$ cat src/rtl/uart_rx_term_capture.sv
// UART 8N1 receiver (LSB first) feeding a show-ahead byte FIFO, with newline/frame-error pulses and sticky overflow.
// Latency: byte is pushed one cycle after the stop-bit sample, so it is visible on rd_data two cycles after that sample.
// Backpressure: none toward the line; a byte arriving while full is dropped (overflow), unless popped in the same cycle.
//
// Ports:
//   HCLK, HRESETn      clock, synchronous active-low reset
//   rx                 serial line, idle high, asynchronous to HCLK
//   rd_en              pop head (ignored when empty)
//   clr_err            clear sticky overflow
//   rd_data            head byte (8'h00 while empty)
//   empty/full/count   FIFO occupancy
//   newline            one-cycle pulse when 0x0A is pushed
//   frame_err          one-cycle pulse on a bad stop bit
//   overflow           sticky drop indicator
module uart_rx_term_capture #(
    parameter int CLK_DIV    = 16,
    parameter int FIFO_DEPTH = 16
) (
    input  logic                            HCLK,
    input  logic                            HRESETn,
    input  logic                            rx,
    input  logic                            rd_en,
    input  logic                            clr_err,
    output logic [7:0]                      rd_data,
    output logic                            empty,
    output logic                            full,
    output logic [$clog2(FIFO_DEPTH+1)-1:0] count,
    output logic                            newline,
    output logic                            frame_err,
    output logic                            overflow
);

    localparam int TW = $clog2(CLK_DIV);
    localparam int AW = $clog2(FIFO_DEPTH);
    localparam int CW = $clog2(FIFO_DEPTH + 1);
    localparam logic [TW-1:0] HALF_LAST = TW'(CLK_DIV / 2 - 1);
    localparam logic [TW-1:0] BIT_LAST  = TW'(CLK_DIV - 1);

    typedef enum logic [2:0] {
        ST_IDLE,
        ST_START,
        ST_DATA,
        ST_STOP,
        ST_BREAK
    } state_t;

    state_t          state, state_nxt;
    logic            rx_meta, rxs;
    logic [TW-1:0]   timer, timer_nxt;
    logic [2:0]      bit_cnt, bit_cnt_nxt;
    logic [7:0]      shift, shift_nxt;
    logic            stop_ok, stop_bad;

    logic            push_pend;
    logic [7:0]      push_byte;
    logic [7:0]      mem [FIFO_DEPTH];
    logic [AW-1:0]   wr_ptr, rd_ptr;
    logic            pop_ok, do_push, drop;

    // ---------------- receiver ----------------
    always_ff @(posedge HCLK) begin
        if (!HRESETn) begin
            rx_meta <= 1'b1;
            rxs     <= 1'b1;
            state   <= ST_IDLE;
            timer   <= '0;
            bit_cnt <= '0;
            shift   <= '0;
        end else begin
            rx_meta <= rx;
            rxs     <= rx_meta;
            state   <= state_nxt;
            timer   <= timer_nxt;
            bit_cnt <= bit_cnt_nxt;
            shift   <= shift_nxt;
        end
    end

    always_comb begin
        state_nxt   = state;
        timer_nxt   = timer + TW'(1);
        bit_cnt_nxt = bit_cnt;
        shift_nxt   = shift;
        stop_ok     = 1'b0;
        stop_bad    = 1'b0;
        case (state)
            ST_IDLE: begin
                timer_nxt = '0;
                if (!rxs) begin
                    state_nxt   = ST_START;
                    bit_cnt_nxt = '0;
                end
            end
            ST_START: begin
                // mid-start-bit check rejects short glitches silently
                if (timer == HALF_LAST) begin
                    timer_nxt = '0;
                    state_nxt = rxs ? ST_IDLE : ST_DATA;
                end
            end
            ST_DATA: begin
                if (timer == BIT_LAST) begin
                    timer_nxt = '0;
                    shift_nxt = {rxs, shift[7:1]};
                    if (bit_cnt == 3'd7) state_nxt = ST_STOP;
                    else                 bit_cnt_nxt = bit_cnt + 3'd1;
                end
            end
            ST_STOP: begin
                if (timer == BIT_LAST) begin
                    timer_nxt = '0;
                    if (rxs) begin
                        stop_ok   = 1'b1;
                        state_nxt = ST_IDLE;
                    end else begin
                        stop_bad  = 1'b1;
                        state_nxt = ST_BREAK;
                    end
                end
            end
            ST_BREAK: begin
                // line held low: wait for idle before looking for a new start
                timer_nxt = '0;
                if (rxs) state_nxt = ST_IDLE;
            end
            default: state_nxt = ST_IDLE;
        endcase
    end

    // Stop sample is registered; the push and its newline flag land together in the following cycle.
    always_ff @(posedge HCLK) begin
        if (!HRESETn) begin
            push_pend <= 1'b0;
            push_byte <= '0;
            newline   <= 1'b0;
            frame_err <= 1'b0;
        end else begin
            push_pend <= stop_ok;
            push_byte <= shift;
            newline   <= stop_ok && (shift == 8'h0A);
            frame_err <= stop_bad;
        end
    end

    // ---------------- FIFO ----------------
    assign empty   = (count == '0);
    assign full    = (count == CW'(FIFO_DEPTH));
    assign pop_ok  = rd_en && !empty;
    // a pop in the same cycle frees the slot, so push still succeeds when full
    assign do_push = push_pend && (!full || pop_ok);
    assign drop    = push_pend && full && !rd_en;
    assign rd_data = empty ? 8'h00 : mem[rd_ptr];

    always_ff @(posedge HCLK) begin
        if (do_push) mem[wr_ptr] <= push_byte;
    end

    always_ff @(posedge HCLK) begin
        if (!HRESETn) begin
            wr_ptr   <= '0;
            rd_ptr   <= '0;
            count    <= '0;
            overflow <= 1'b0;
        end else begin
            if (do_push) wr_ptr <= wr_ptr + AW'(1);
            if (pop_ok)  rd_ptr <= rd_ptr + AW'(1);
            count <= count + CW'(do_push) - CW'(pop_ok);
            // a new drop wins over a simultaneous clear
            if (drop)         overflow <= 1'b1;
            else if (clr_err) overflow <= 1'b0;
        end
    end

endmodule
$ cat config.mk
export PLATFORM = sky130hd
export DESIGN_NAME = uart_rx_term_capture
export DESIGN_NICKNAME = d
export VERILOG_FILES = /design/src/rtl/uart_rx_term_capture.sv
export SDC_FILE = /design/constraint.sdc
export NUM_CORES = 1
export LEC_CHECK = 0
export ABC_AREA = 0
export CORE_UTILIZATION = 54
export CTS_BUF_LIST = sky130_fd_sc_hd__clkbuf_8
export DETAILED_ROUTE_END_ITERATION = 10
export PLACE_DENSITY_LB_ADDON = 0.12
export SLEW_MARGIN = 40
export SYNTH_ARGS = -nofsm -noshare
export SYNTH_HDL_FRONTEND = slang
export SYNTH_SLANG_ARGS = --single-unit
$ cat constraint.sdc
create_clock -name HCLK -period 3.9 [get_ports HCLK]
set_input_delay 0.78 -clock HCLK [delete_from_list [all_inputs] [get_ports HCLK]]
set_output_delay 0.78 -clock HCLK [all_outputs]
set_load 0.03 [all_outputs]
# Word-level counts from Yosys, hierarchy flattened
# Memory sizes are Yosys's and may differ from the RTL's. A register that Yosys moved wholly into a read port is not among the register bits.
# Cells that the tools add are included.
[classes]
shift = 0
div = 0
addsub = 6
n_eq_ne = 16
n_reduce_logical = 19
multipliers = 0
n_bitwise = 0
magnitude_cmp = 0
mux = 27
[ops]
columns = ["cell", "count"]
rows = [
  ["3-bit two-way mux", 10],
  ["4-bit two-way mux", 4],
  ["3-bit case mux with 5 select lines", 1],
  ["2-bit != test (second input constant)", 7],
  ["4-bit by 1-bit adder with 4-bit output (second input constant)", 3],
  ["4-bit case mux with 3 select lines", 1],
  ["8-bit by 4-bit equality test with 1-bit output (second input constant)", 1],
  ["1-bit two-way mux", 8],
  ["8-bit two-way mux", 1],
  ["3-bit by 2-bit equality test with 1-bit output (second input constant)", 2],
  ["3-bit equality test (second input constant)", 2],
  ["3-bit case mux with 2 select lines", 1],
  ["6-bit AND reduction", 1],
  ["5-bit by 1-bit adder with 5-bit output", 1],
  ["5-bit equality test (second input constant)", 1],
  ["1-bit logical AND", 5],
  ["5-bit zero test", 1],
  ["5-bit by 1-bit subtractor with 5-bit output", 1],
  ["4-bit by 3-bit equality test with 1-bit output (second input constant)", 1],
  ["4-bit equality test (second input constant)", 1],
  ["4-bit AND reduction", 1],
  ["2-bit nonzero test", 2],
  ["2-bit OR reduction", 2],
  ["3-bit by 1-bit adder with 3-bit output (second input constant)", 1],
  ["other kinds (7)", 9],
]
[word_totals]
romBits = 0
output_inout_bits = 18
inputBits = 5
register_bits = 45
latchBits = 0
ramBits = 128
word_cells = 83
mem_count = 1
[memory_table]
columns = ["memory", "depth", "width", "rd", "rd_ports_with_merged_regs", "wr", "line", "source"]
rows = [
  ["mem", 16, 8, 1, 1, 1, "56", "logic [7:0] mem [FIFO_DEPTH];"],
]

# Longest topological paths before layout
[logic_depth]
ltp_word = 7
ltp_mapped = 13

# Worst setup path after synthesis
# OpenSTA, ideal clock, no wires.
[synth_path]
kind = "register -> register"
startpoint = "reg count[3]"
endpoint = "reg count[4]"
n_path_buf = 0
arrival_ns = 2.624
setup_slack_ns = 1.155
stages_incl_launch_ff = 14
cell_sequence = "dfxtp_1 -> inv_1 -> ha_1 -> or4b_2 -> nand2_1 -> nand2_1 -> nand2_1 -> ha_1 -> inv_1 -> fa_1 -> nand2b_1 -> a21oi_1 -> o21ai_0 -> nor3b_1"
[synth_via]
elab_chain_cells = 7
word_cells_on_any_way = 9
classes_between = "2 x add/sub; 1 x eq/ne; 6 x reduce/logical"
[synth_rtl]
columns = ["element", "line", "source"]
rows = [
  ["start, declared", "27", "output logic [$clog2(FIFO_DEPTH+1)-1:0] count,"],
  ["start signal, assigned", "167", "count <= count + CW'(do_push) - CW'(pop_ok);"],
  ["5-bit zero test", "146", "assign empty = (count == '0);"],
  ["1-bit zero test", "148", "assign pop_ok = rd_en && !empty;"],
  ["1-bit logical AND", "148", ""],
  ["1-bit logical OR", "150", "assign do_push = push_pend && (!full || pop_ok);"],
  ["1-bit logical AND", "150", ""],
  ["5-bit by 1-bit adder with 5-bit output", "167", ""],
  ["5-bit by 1-bit subtractor with 5-bit output *", "167", ""],
]
# Every way passes the cells marked *; elsewhere a longest branch is shown, timed or not.
# A chain may end at the register's enable or synchronous reset.

==> run_results.csv <==
group,metric,value,unit
finish,final_cell_mix,"128 x edfxtp_1, 49 x dfxtp_1, 35 x nor2_1, 27 x inv_1, 25 x nand2_1",
global_routing,grt_pass1_vias,3620,
job,cap_viol_max_count,0,
cts,htree_levels,4,
synth,post_synth.cell_area_avg,15.93,sq um
drt,vias_per_cell,5.483,
timing,fin_tns_setup,0,ns
cts,cts_sinks,177,
global_routing,grt_max_degree,25,
global_routing,grt_usage,20.42,%
global_routing,grt_first_pass_wirelength,19510,um
finish,post-route-util,62.15,%
drt,vias,3613,
finish,fin_area,7843,sq um
status,status,"finished clean",
die,die_area,13410,sq um
cts,clock_path_buffers,2,
power_and_ir_drop,ir_drop,424.2,uV
min_path,hold_path_end,"rxs",
die,die_x,115.8,um
drt,drt-total-wl,12310,um
place,dp_hpwl,7859,um
timing,rsz0062_at_grt,"no",
finish,drive_gt1_share,15.20,%
synth,ys_seq_area_share,69.01,%
timing,setup_viol,0,
cts,clkSlewWorstSetupHoldPaths,0.08,ns
die,core_region_area,12620,sq um
worst_setup_path,start_kind,"register",
cts,clk_latency,0.45,ns
global_routing,grt_antenna_before_repair,0,
worst_setup_path,required,3.12,ns
worst_setup_path,rr_endpoint,"count[4]",
die,io_pins,23,
synth,yosys.area.top_type,"edfxtp_1",
min_path,hold_depth,1,
power_and_ir_drop,power.density,544.0,nW/um^2
finish,final_cells,659,
timing,tightest_slew,0.8004,ns
place,portBuffers,22,
timing,period_minus_slack,3.604,ns
synth,syn_inst,439,
cts,cts-buffers-inserted,17,
die,rows,41,
cts,post_cts_resized,0,
die,die_y,115.8,um
drt,drt_iter0_markers,276,
timing,skew,0.009139,ns
synth,yosysWarnings,0,
cts,cts_setup_buffers,0,
timing,fin_crit_sh,92.40,%
worst_setup_path,r2r-start,"count[2]",
drt,drtAntennaViolNets,0,
timing,slew_headroom,46.44,%
worst_setup_path,cp.arrival,2.82,ns
drt,wire_per_inst,18.68,um
drt,drt_pass1_iterations,5,
synth,synth_top_cells_by_area,"edfxtp_1 55%, dfxtp_1 14%, mux4_2 6.1%, mux4_1 4.9%, ha_1 2.3%",
cts,hold_buffers,0,
place,placement.cell_area,7427,sq um
worst_setup_path,worstSetupEndpointType,"output port",
finish,syn_to_final_growth,12.17,%
synth,ys_ff_latch,177,
worst_setup_path,worstSetupPathType,"reg -> out",
die,start_util,55.40,%
cts,root_buffer,"clkbuf_8",
timing,drv_slew,0,
place,gp_congestion,0.7296,
synth,syn_area,6992,sq um
finish,multi_input_area,1977,sq um
place,dp_cells,627,
finish,num_antenna_cells,0,
timing,clock.fmax,0.2775,GHz
min_path,min_from,"rx_meta",
min_path,hold_path_class,"reg -> reg",
cts,cts_tree,"built",
synth,syn_nets,458,
finish,area.sequential,4825,sq um
global_routing,overflow,0,
worst_setup_path,rrSetupSlack,0.89,ns
finish,final_common_cell,"edfxtp_1",
synth,synth_top_cell_area_share,54.97,%
drt,drc_errors,0,
worst_setup_path,crit_fanout,17,
synth,synth_cell_types,42,
timing,hold_viol_final,0,
worst_setup_path,rr_worst_depth,13,
finish,nNetsFinal,493,
power_and_ir_drop,p_leak,0.002487,uW
finish,fill_cells,984,
==> per-stage QoR <==
stage / total power, uW / setup slack [ns] / hold WS (ns)
after floorplan: 2770 / 1.155 / 0.3863
after global routing: 4456 / 0.1285 / 0.4409
after global placement: 3022 / 0.7400 / 0.3952
after detailed placement: 3034 / 0.6449 / 0.3954
after CTS: 4306 / 0.2733 / 0.4149
final: 4266 / 0.2964 / 0.4111
==> synth_stat cells, drive strengths merged <==
library cell,number
a211oi,3
a21o,2
a21oi,24
a41oi,1
and2,1
and3,4
and4,1
buf,12
clkbuf,7
dfxtp,49
edfxtp,128
fa,1
ha,13
inv,22
mux2,8
mux2i,11
mux4,32
nand2,25
nand2b,8
nand3,6
nand4b,1
nand4bb,1
nor2,40
nor2b,1
nor3,6
nor3b,2
nor4,1
nor4bb,1
o211ai,1
o21a,1
o21ai,12
or2,1
or3,1
or4b,1
xnor2,5
xor2,6
==> routing by layer <==
| metal | vias to the layer above | GRT usage, % | share of wire (%) |
|---|---|---|---|
| met3 | 15 | 4.132 | 3.6 |
| met1 | 1810 | 26.81 | 45 |
| met2 | 76 | 33.61 | 50 |
| met4 | 0 | 8.205 | 1.5 |
| met5 | - | 0 | 0 |
| li1 | 1712 | - | - |
==> where the power goes <==
part	internal, uW	leakage [uW]	switching (uW)
clock network	688	0.000232	594
logic	420	0.000939	500
registers	2030	0.00132	37.6
==> sequential cells by signal, summed over array words and instances (netlist names), 3 cells and up, named ones only <==
name       count
mem          128
push_byte      8
shift          8
count          5
rd_ptr         4
timer          4
wr_ptr         4
bit_cnt        3
state          3
==> critical path, cell delays in order, from the launching register on <==
cell and delay [ns]:
dfxtp_1 0.31, buf_4 0.29, mux4_1 0.62, mux2_2 0.28
o21ai_1 0.13, a21oi_1 0.09, clkdlybuf4s50_1 0.64
==> layout make-up <==
type / count / area share [%]
clock inverters: 11 / 1.579
flip-flops and latches: 177 / 61.52
multi-input cells: 221 / 25.21
clock buffers: 21 / 3.685
repair buffers: 35 / 4.212
well taps: 172 / 2.744
inverters: 22 / 1.053
==> worst max-delay path by stage <==
stage                            end  cells past startpoint  slack, ns  startpoint
after floorplan             count[4]                     13       1.16    count[3]
after global placement      count[4]                     11       0.74       rd_en
after detailed placement    count[4]                     11       0.64       rd_en
after CTS                 rd_data[6]                      6       0.27    register
after global routing      rd_data[6]                      6       0.13    register
final                     rd_data[2]                      6       0.30    register
==> cells by family after synthesis <==
logic type	after synthesis	share of synthesized area (%)
buffers and inverters	41	2.899
adder cells (fa/ha/maj)	14	2.613
multiplexers	51	13.87
AND/OR/NAND/NOR	101	6.783
XOR/XNOR	11	1.378
AO/OA/AOI/OAI	44	3.454
flip-flops	177	69.01
(Power assumes the default switching activity.)
